[src/rtl/multicycle_control.sv]
// multicycle_control: control unit for a multicycle RV32 subset datapath
// (lw, sw, R-type, I-type ALU, beq/bne, jal).
// Moore-style state outputs, except for two combinational terms:
// PCWrite/IRWrite follow mem_ready in FETCH, and PCWrite in BRANCH follows zero.
// All outputs are forced to 0 while rst_n is low.
// Optional feature: define MULTICYCLE_CTRL_ILLEGAL_TRAP_EN to build a TRAP state.
// An unknown opcode then parks the controller with illegal=1 until reset.
// Without the macro, an unknown opcode is treated as a NOP and illegal is tied to 0.
module multicycle_control #(
   parameter int ALUCTRL_W = 3,
   parameter int RET_W     = 32
) (
   input  logic                 clk,
   input  logic                 rst_n,
   input  logic [31:0]          instr,
   input  logic                 zero,
   input  logic                 mem_ready,
   output logic                 mem_req,
   output logic                 PCWrite,
   output logic                 AdrSrc,
   output logic                 MemWrite,
   output logic                 IRWrite,
   output logic [1:0]           ResultSrc,
   output logic [1:0]           ALUSrcA,
   output logic [1:0]           ALUSrcB,
   output logic [1:0]           ImmSrc,
   output logic                 RegWrite,
   output logic [ALUCTRL_W-1:0] ALUControl,
   output logic [RET_W-1:0]     retired,
   output logic                 illegal
);

   typedef enum logic [3:0] {
      FETCH    = 4'd0,
      DECODE   = 4'd1,
      MEMADR   = 4'd2,
      MEMREAD  = 4'd3,
      MEMWRITE = 4'd4,
      MEMWB    = 4'd5,
      EXECR    = 4'd6,
      EXECI    = 4'd7,
      ALUWB    = 4'd8,
      BRANCH   = 4'd9,
      JAL      = 4'd10
`ifdef MULTICYCLE_CTRL_ILLEGAL_TRAP_EN
      , TRAP   = 4'd11
`endif
   } state_t;

   localparam logic [6:0] OP_LOAD   = 7'b0000011;
   localparam logic [6:0] OP_STORE  = 7'b0100011;
   localparam logic [6:0] OP_R      = 7'b0110011;
   localparam logic [6:0] OP_I      = 7'b0010011;
   localparam logic [6:0] OP_BRANCH = 7'b1100011;
   localparam logic [6:0] OP_JAL    = 7'b1101111;

   state_t      state;
   state_t      next_state;
   logic [6:0]  opcode;
   logic [2:0]  funct3;
   logic [1:0]  alu_op;
   logic        take_branch;
   logic        retire;
   logic        unused_instr;

   assign opcode       = instr[6:0];
   assign funct3       = instr[14:12];
   assign unused_instr = ^{instr[31], instr[29:15], instr[11:7]};

   // ALU operation decode: ALUOp selects add/sub directly or defers to funct3.
   function automatic logic [2:0] alu_decode(input logic [1:0] op, input logic [2:0] f3,
                                             input logic op5, input logic f7b5);
      logic [2:0] ctl;
      case (op)
         2'b00: ctl = 3'b000;
         2'b01: ctl = 3'b001;
         2'b10: begin
            case (f3)
               3'b000:  ctl = (op5 & f7b5) ? 3'b001 : 3'b000;
               3'b010:  ctl = 3'b101;
               3'b110:  ctl = 3'b011;
               3'b111:  ctl = 3'b010;
               default: ctl = 3'b000;
            endcase
         end
         default: ctl = 3'b000;
      endcase
      return ctl;
   endfunction

   // State register: reset always restarts at FETCH.
   always_ff @(posedge clk or negedge rst_n) begin
      if (!rst_n) begin
         state <= FETCH;
      end else begin
         state <= next_state;
      end
   end

   // Next-state logic; also flags instruction completion for the retire counter.
   always_comb begin
      next_state = state;
      case (state)
         FETCH:    next_state = mem_ready ? DECODE : FETCH;
         DECODE: begin
            case (opcode)
               OP_LOAD, OP_STORE: next_state = MEMADR;
               OP_R:              next_state = EXECR;
               OP_I:              next_state = EXECI;
               OP_BRANCH:         next_state = BRANCH;
               OP_JAL:            next_state = JAL;
`ifdef MULTICYCLE_CTRL_ILLEGAL_TRAP_EN
               default:           next_state = TRAP;
`else
               default:           next_state = FETCH;
`endif
            endcase
         end
         MEMADR:   next_state = opcode[5] ? MEMWRITE : MEMREAD;
         MEMREAD:  next_state = mem_ready ? MEMWB : MEMREAD;
         MEMWRITE: next_state = mem_ready ? FETCH : MEMWRITE;
         MEMWB:    next_state = FETCH;
         EXECR:    next_state = ALUWB;
         EXECI:    next_state = ALUWB;
         ALUWB:    next_state = FETCH;
         BRANCH:   next_state = FETCH;
         JAL:      next_state = ALUWB;
`ifdef MULTICYCLE_CTRL_ILLEGAL_TRAP_EN
         TRAP:     next_state = TRAP;
`endif
         default:  next_state = FETCH;
      endcase
      retire = (next_state == FETCH) && (state inside {MEMWB, MEMWRITE, ALUWB, BRANCH});
   end

   // Retired-instruction counter; wraps naturally at 2^RET_W.
   always_ff @(posedge clk or negedge rst_n) begin
      if (!rst_n) begin
         retired <= '0;
      end else if (retire) begin
         retired <= retired + RET_W'(1);
      end else begin
         retired <= retired;
      end
   end

   assign take_branch = ((funct3 == 3'b000) & zero) | ((funct3 == 3'b001) & ~zero);

   // Output decode per state, held at 0 while reset is asserted.
   always_comb begin
      mem_req   = 1'b0;
      PCWrite   = 1'b0;
      AdrSrc    = 1'b0;
      MemWrite  = 1'b0;
      IRWrite   = 1'b0;
      ResultSrc = 2'b00;
      ALUSrcA   = 2'b00;
      ALUSrcB   = 2'b00;
      ImmSrc    = 2'b00;
      RegWrite  = 1'b0;
      alu_op    = 2'b00;
      illegal   = 1'b0;
      if (rst_n) begin
         case (state)
            FETCH: begin
               mem_req   = 1'b1;
               ALUSrcB   = 2'b10;
               ResultSrc = 2'b10;
               IRWrite   = mem_ready;
               PCWrite   = mem_ready;
            end
            DECODE: begin
               ALUSrcA = 2'b01;
               ALUSrcB = 2'b01;
               ImmSrc  = 2'b10;
            end
            MEMADR: begin
               ALUSrcA = 2'b10;
               ALUSrcB = 2'b01;
               ImmSrc  = opcode[5] ? 2'b01 : 2'b00;
            end
            MEMREAD: begin
               mem_req = 1'b1;
               AdrSrc  = 1'b1;
            end
            MEMWRITE: begin
               mem_req  = 1'b1;
               AdrSrc   = 1'b1;
               MemWrite = 1'b1;
            end
            MEMWB: begin
               ResultSrc = 2'b01;
               RegWrite  = 1'b1;
            end
            EXECR: begin
               ALUSrcA = 2'b10;
               alu_op  = 2'b10;
            end
            EXECI: begin
               ALUSrcA = 2'b10;
               ALUSrcB = 2'b01;
               alu_op  = 2'b10;
            end
            ALUWB: begin
               RegWrite = 1'b1;
            end
            BRANCH: begin
               ALUSrcA = 2'b10;
               alu_op  = 2'b01;
               ImmSrc  = 2'b10;
               PCWrite = take_branch;
            end
            JAL: begin
               ALUSrcA = 2'b01;
               ALUSrcB = 2'b10;
               ImmSrc  = 2'b11;
               PCWrite = 1'b1;
            end
`ifdef MULTICYCLE_CTRL_ILLEGAL_TRAP_EN
            TRAP: begin
               illegal = 1'b1;
            end
`endif
            default: begin
               mem_req = 1'b0;
            end
         endcase
      end else begin
         alu_op = 2'b00;
      end
      ALUControl = ALUCTRL_W'(alu_decode(alu_op, funct3, instr[5], instr[30]));
   end

endmodule

[config.mk]
export PLATFORM = sky130hd
export DESIGN_NAME = multicycle_control
export DESIGN_NICKNAME = d
export VERILOG_FILES = /design/src/rtl/multicycle_control.sv
export SDC_FILE = /design/constraint.sdc
export NUM_CORES = 1
export LEC_CHECK = 0
export CAP_MARGIN = 20
export CELL_PAD_IN_SITES_DETAIL_PLACEMENT = 1
export CELL_PAD_IN_SITES_GLOBAL_PLACEMENT = 1
export CORE_UTILIZATION = 31
export DETAILED_ROUTE_END_ITERATION = 7
export HOLD_SLACK_MARGIN = 0.06
export PLACE_DENSITY_LB_ADDON = 0.12
export SYNTH_ARGS = -nofsm -noshare
export SYNTH_HDL_FRONTEND = slang
export SYNTH_SLANG_ARGS = --single-unit
[constraint.sdc]
create_clock -name clk -period 2.1 [get_ports clk]
set_input_delay 0.42 -clock clk [delete_from_list [all_inputs] [get_ports clk]]
set_output_delay 0.42 -clock clk [all_outputs]
set_load 0.005 [all_outputs]
==> impl_results.md <==
- Drt first pass iters: 8
- Core area: ~0.0065 sq mm
- WL/cell: 15.89 um
- Syn_area_per_cell: around 9.1 sq um
- Routed Antenna Nets: 0
- DR iter-0 viols: between 40 and 50
- Starting density of the core: 0.3262
- # rows: 29
- Maxcap violations: 0
- Max Clock Freq: ~470 MHz
- Commonest non-fill, non-tap cell in the layout: clkdlybuf4s50_1
- Largest area contributor in the netlist: dfrtp_1
- Total CTS buffers: 5
- Worst-path clk slew: 0.08 ns
- Largest net degree at the start of global routing: 20
- Asr flop ratio synth: 1.000
- Run status: complete, but fails checks
- CTS Sinks: 36
- Prevailing post-synth register cell: dfrtp_1
- N_diodes: 0
- # H-tree levels: 2
- Final nets: ~390
- PwrDens: between 400 and 500 mW/mm^2
- CP endpoint kind: output pin
- Drc violations: 7
- Routed vias/inst: about 5
- Insertion delay to the later sink of the worst-skew pair: 0.29 ns
- Netlist cell types: 44
- Most frequent cells in the layout: clkdlybuf4s50_1 (45), buf_4 (42), dfrtp_1 (34)
- Final worst-path cycle share: 1.019
- GP Congestion: about 0.74
- Clk buf depth: 2
- Hold Crit Class: in2async
- Peak VDD IR: between 0.3 and 0.4 mV
- GR Overflow Total: 0
- EDFF count, synth: 0
- Via count: around 2100
- Crit-path max FO: 7
- Initial antenna violation count: 0
- Chip width: approximately 84 um
- IO Count: between 80 and 90
- First-pass GRT wire length: about 11000 um
- Die Ht: roughly 84 um
- Final slew viol count: 0
- Die area: just over 0.007 sq mm
- Area grow syn2layout: 67.87%
- Gate count of the mapped netlist: around 230
- Final Power: 1.703 mW
- Net count after synthesis: 270
- Final instance area: roughly 0.0035 sq mm
- Share of cells above drive strength 1: 0.3571
- Setup-failing EPs final: 4
- Worst clock skew: 0.01056 ns
- Hpwl dp: ~4500 um
- Worst EP required: around 1.7 ns
- Number of I/O port buffers: between 60 and 70
- RSZ-0062 raised after global routing: true
- Worst setup margin: -0.03899 ns
- Vias in the first global route: approximately 2200
- Root buffer cell: clkbuf_8
- Synth top area share: 0.4276
- Hold slack: roughly 0.16 ns
- Synthesis Warnings: 0
- Flops & latches, synth: 36
- Fin. Hold Viols: 0
- CTS tree: done
- DP Area: 0.003032 sq mm
- Seq/Total Area, Yosys: 0.4276
- WP data arrival: roughly 1.7 ns
- Post-Syn Area: ~0.0021 sq mm
- Detailed Route WL: 6787 um
- Critical path class: reg2out
- Most area-consuming cells after synthesis: dfrtp_1 (43%), xnor2_1 (9.1%), nor2_1 (4.6%), xor2_1 (4.6%), nand2_1 (3.6%)
- Fin crit period: 2.139 ns
- Failing checks: design-rule violations, negative setup slack
- GRT Total Usage: 0.1929
- P_leak: between 1.5 and 2 nW
- CP startpoint kind: flip-flop
[flip-flops by register name, summed over array words and instances (netlist names)]
name     count
retired     32
state        4
[where the power goes]
group          internal, mW  switching (mW)  leakage, nW
logic                 0.241           0.173         1.06
registers             0.725          0.0429        0.473
clock network         0.267           0.255       0.0445
total                  1.23           0.471         1.57
[final timing paths]
check                             from     endpoint  slack [ns]  depth (start not counted)
setup / recovery              state[0]      mem_req       -0.04                          7
hold / removal                   rst_n  retired[31]        0.16                          2
setup reg to reg              state[2]  retired[28]       -0.02                          8
hold reg to reg            retired[31]  retired[31]        0.47                          1
max in group asynchronous        rst_n     state[2]        1.57                          3
min in group clk           retired[31]  retired[31]        0.47                          1
[area by class of cell]
| cell class | count | area (sq um) |
|---|---|---|
| multi-input combinational | 179 | 1348 |
| sequential | 36 | 903.4 |
| tap | 77 | 96.34 |
| clock inverter | 1 | 7.507 |
| clock buffer | 7 | 86.33 |
| fill | 753 | 2922 |
| timing repair buffer | 117 | 1059 |
| inverter | 10 | 37.54 |
[what timing repair did]
action	in CTS	in global routing
buffers inserted	17	6
pin swaps	14	13
hold endpoints to repair	0	0
cloned	1	1
setup endpoints to repair	17	21
hold buffers	0	0
gates resized for setup	95	29
[layer usage]
layer	track usage	share of wire
met2	0.3264	0.52
met1	0.2458	0.44
met5	0	0
met3	0.03933	0.035
met4	0.06780	0.013
[worst max-delay path, stage by stage, from the launching register on]
cell,delay (ns)
dfrtp_1,0.41
buf_6,0.15
buf_6,0.11
or2_4,0.24
nor3_4,0.19
buf_4,0.13
or2_4,0.10
buf_6,0.08
[cells by family after synthesis]
logic type | after synthesis | synth area share
multiplexers | 1 | 0.004751
AND/OR/NAND/NOR | 119 | 0.3076
flip-flops | 36 | 0.4276
AO/OA/AOI/OAI | 22 | 0.07126
adder cells (fa/ha/maj) | 3 | 0.01782
XOR/XNOR | 33 | 0.1372
other | 1 | 0.001780
buffers and inverters | 16 | 0.03206
[through the flow]
stage                     worst slack (ns)    util  cells  setup TNS [ns]
after floorplan                    0.07334       -    231               0
after global placement             -0.2753  0.4694    396          -2.372
after detailed placement           -0.3239  0.4694    396          -2.680
after CTS                         -0.02965  0.5263    422        -0.06943
after global routing               -0.1123  0.5477    427         -0.8866
final                             -0.03899  0.5477    427        -0.09196
[cells in the mapped netlist, drive strengths merged, types with 5 or more instances]
cell type / instances
nor2: 26
nand4: 13
nand3: 10
nor3: 16
nand2b: 9
inv: 9
a21oi: 7
xor2: 11
nand2: 20
or2: 5
xnor2: 22
o21ai: 6
dfrtp: 36
Power figures use the tool's default switching activity.
==> patch (config.mk and constraints unchanged) <==
The option `MULTICYCLE_CTRL_ILLEGAL_TRAP_EN` is turned on by a define.
--- a/src/rtl/multicycle_control.sv
+++ b/src/rtl/multicycle_control.sv
@@ -7,4 +7,6 @@
 // An unknown opcode then parks the controller with illegal=1 until reset.
 // Without the macro, an unknown opcode is treated as a NOP and illegal is tied to 0.
+`define MULTICYCLE_CTRL_ILLEGAL_TRAP_EN
+
 module multicycle_control #(
    parameter int ALUCTRL_W = 3,
Behaviour: not the same (a bounded check fails within 4 cycles, from zero or initial values and one cycle with rst_n low).
==> patch against the unedited design <==
The run ends with negative setup slack left. Utilization is 2.6 points lower. Final area is 5.8% lower. Sequential cell count stayed put. Highest routed layer unchanged. Worst setup slack better by 0.033 ns. Area after synthesis is 1.8% lower. Routed wire length is 12% lower.
Power is not compared: it rests on default switching activity, and its combinational part moved more than twofold at a synthesized area within 25%.
==> patch: results (changes against the unedited design) <==
INFO  metric asyncSetResetFlopFracSynth = 100% (unchanged)
INFO  metric fillerInstances = 749 (-0.53%)
INFO  metric synth-seq-area-share = 43.5% (+0.78 points)
INFO  metric result_of_the_run = finished with violations
INFO  metric num-nets-final = 378 (-2.6%)
INFO  metric clockRootBuffer = sky130_fd_sc_hd__clkbuf_8
INFO  metric totalNegativeSetupSlack = -0.00639 ns (+0.0856 ns)
INFO  metric clock_path_buffers = 2 (unchanged)
INFO  metric detailedRoute.firstPassIterationCount = 6 (-2)
INFO  metric numPortBuffers = 64 (+1.6%)
INFO  metric syn_nets = 269 (-0.37%)
INFO  metric rd_place_congestion = 0.761 (+3.3%)
INFO  metric post_synth_main_area_contributors = sky130_fd_sc_hd__dfrtp_1 (44%), sky130_fd_sc_hd__xor2_1 (7.6%), sky130_fd_sc_hd__xnor2_1 (6.3%)
INFO  metric vias = 2,043 (-4.4%)
INFO  metric finalClockSkew = 0.00484 ns (-0.00572 ns)
INFO  metric place_area = 0.00304 mm^2 (+0.21%)
INFO  metric dp_wirelength = 4390 um (-1.4%)
INFO  metric netlist_top_cells_count = sky130_fd_sc_hd__dfrtp_1 (36), sky130_fd_sc_hd__nand2_1 (27), sky130_fd_sc_hd__nor2_1 (21)
INFO  metric setup_viol_count_final = 1 (-3)
INFO  metric setup_slack = -0.00639 ns (+0.0326 ns)
INFO  metric cp_slowest_cell = sky130_fd_sc_hd__dfrtp_1
INFO  metric worstSkewPairLatency = 0.29 ns (about the same)
INFO  metric synthesis.area_per_instance = 9.00 um^2 (-1.4%)
INFO  metric grt_max_degree = 23 (+15%)
INFO  metric violations = negative setup slack
INFO  metric timing.slew.headroom = between 60% and 70%
INFO  metric cp_max_fo = 2 (-5)
INFO  metric cts-htree-levels = 2 (unchanged)
INFO  metric wl_per_cell = 14.3 um (-9.9%)
INFO  metric number_of_global_route_vias_before_repair = 2,122 (-4.4%)
INFO  metric drt_first_iter_violations = 28 (-39%)
INFO  metric ys.flop_type = sky130_fd_sc_hd__dfrtp_1
INFO  metric grt_first_pass_wirelength = 10,200 um (-4.2%)
INFO  metric number_of_unique_standard_cell_types_used_by_synthesis = 39 (-11%)
INFO  metric detailedPlace.worstSlack = -0.316 ns (+0.00742 ns)
INFO  metric leakagePower = between 1.5 and 2 nW
INFO  metric routed_wirelength = 5970 um (-12%)
INFO  metric cts_buffers = 5 (unchanged)
INFO  metric dp.cells = 400 (+1.0%)
INFO  metric layout-drive-gt1-share = 29.7% (-6.0 points)
INFO  metric crit_path_max_incr_delay = 0.38 ns (-0.03 ns)
INFO  metric timing.critical_path.arrival = 1.69 ns (-0.03 ns)
INFO  metric grt_use_total = 17.8% (-1.4 points)
patch: cell count changes after synthesis, sizes merged, moves of 3 or more:
cell,change
xor2,+7
inv,+3
nand2b,-5
nor2b,+3
nand2,+8
nand4,-5
xnor2,-7
nor4,+6
nor2,-5
patch: routing by layer:
| metal | vias up | track usage [%] | share of wire [%] |
|---|---|---|---|
| li1 | 1011 | - | - |
| met1 | 984 | 23.4 | 47 |
| met2 | 42 | 30.7 | 49 |
| met3 | 6 | 2.97 | 2.9 |
| met4 | 0 | 4.16 | 0.90 |
| met5 | - | 0 | 0 |
patch: repair_timing:
item | 4_1_cts | 5_1_grt
gates resized for setup | 51 | 38
setup endpoints to repair | 18 | 25
pin swaps | 8 | 8
hold buffers | 0 | 0
setup buffers | 10 | 2
patch: final timing paths:
path | start | to | slack (ns) | cells past startpoint
worst max-delay path | state[2]$_DFF_PN0_ | ALUControl[0] | -0.006 | 7
worst min-delay path | rst_n | retired[1]$_DFFE_PN0P_ | 0.19 | 2
worst max register to register | state[3]$_DFF_PN0_ | retired[11]$_DFFE_PN0P_ | 0.14 | 9
worst min register to register | retired[31]$_DFFE_PN0P_ | retired[31]$_DFFE_PN0P_ | 0.47 | 1
max in group asynchronous | rst_n | retired[17]$_DFFE_PN0P_ | 1.66 | 2
min in group clk | retired[31]$_DFFE_PN0P_ | retired[31]$_DFFE_PN0P_ | 0.47 | 1
patch: report_power, final:
part           switching, W  total, W  internal [W]  leakage [nW]
combinational      0.000727   0.00158      0.000854          1.05
clock              0.000266  0.000497      0.000231        0.0479
sequential         0.000104  0.000886      0.000782         0.458
total               0.00110   0.00296       0.00187          1.56
patch: kinds of logic after synthesis:
logic type / after synthesis / synth area share, %
mux: 3 / 1.57
xor+xnor: 33 / 14.0
flops: 36 / 43.5
fa+ha+maj: 3 / 1.81
buf+inv: 17 / 3.08
simple gates: 116 / 29.4
compound gates: 22 / 6.65
patch: area by class of cell:
class                   instances  area, um^2  area share (%)
well taps                      77        96.3            2.89
multi-input cells             177        1260            37.8
inverters                      12        50.0            1.50
clock buffers                   5        68.8            2.06
flip-flops and latches         36         901            27.0
clock inverters                 3        18.8           0.563
repair buffers                107         938            28.2
patch: worst register-to-register path: stages (launching register included):
cell and delay (ns):
sky130_fd_sc_hd__dfrtp_1 0.42, sky130_fd_sc_hd__buf_6 0.15, sky130_fd_sc_hd__buf_4 0.13, sky130_fd_sc_hd__buf_4 0.13, sky130_fd_sc_hd__nor2b_2 0.14, sky130_fd_sc_hd__a21o_1 0.23
sky130_fd_sc_hd__nand2_1 0.10, sky130_fd_sc_hd__buf_4 0.16, sky130_fd_sc_hd__nor4_2 0.25, sky130_fd_sc_hd__xor2_1 0.17
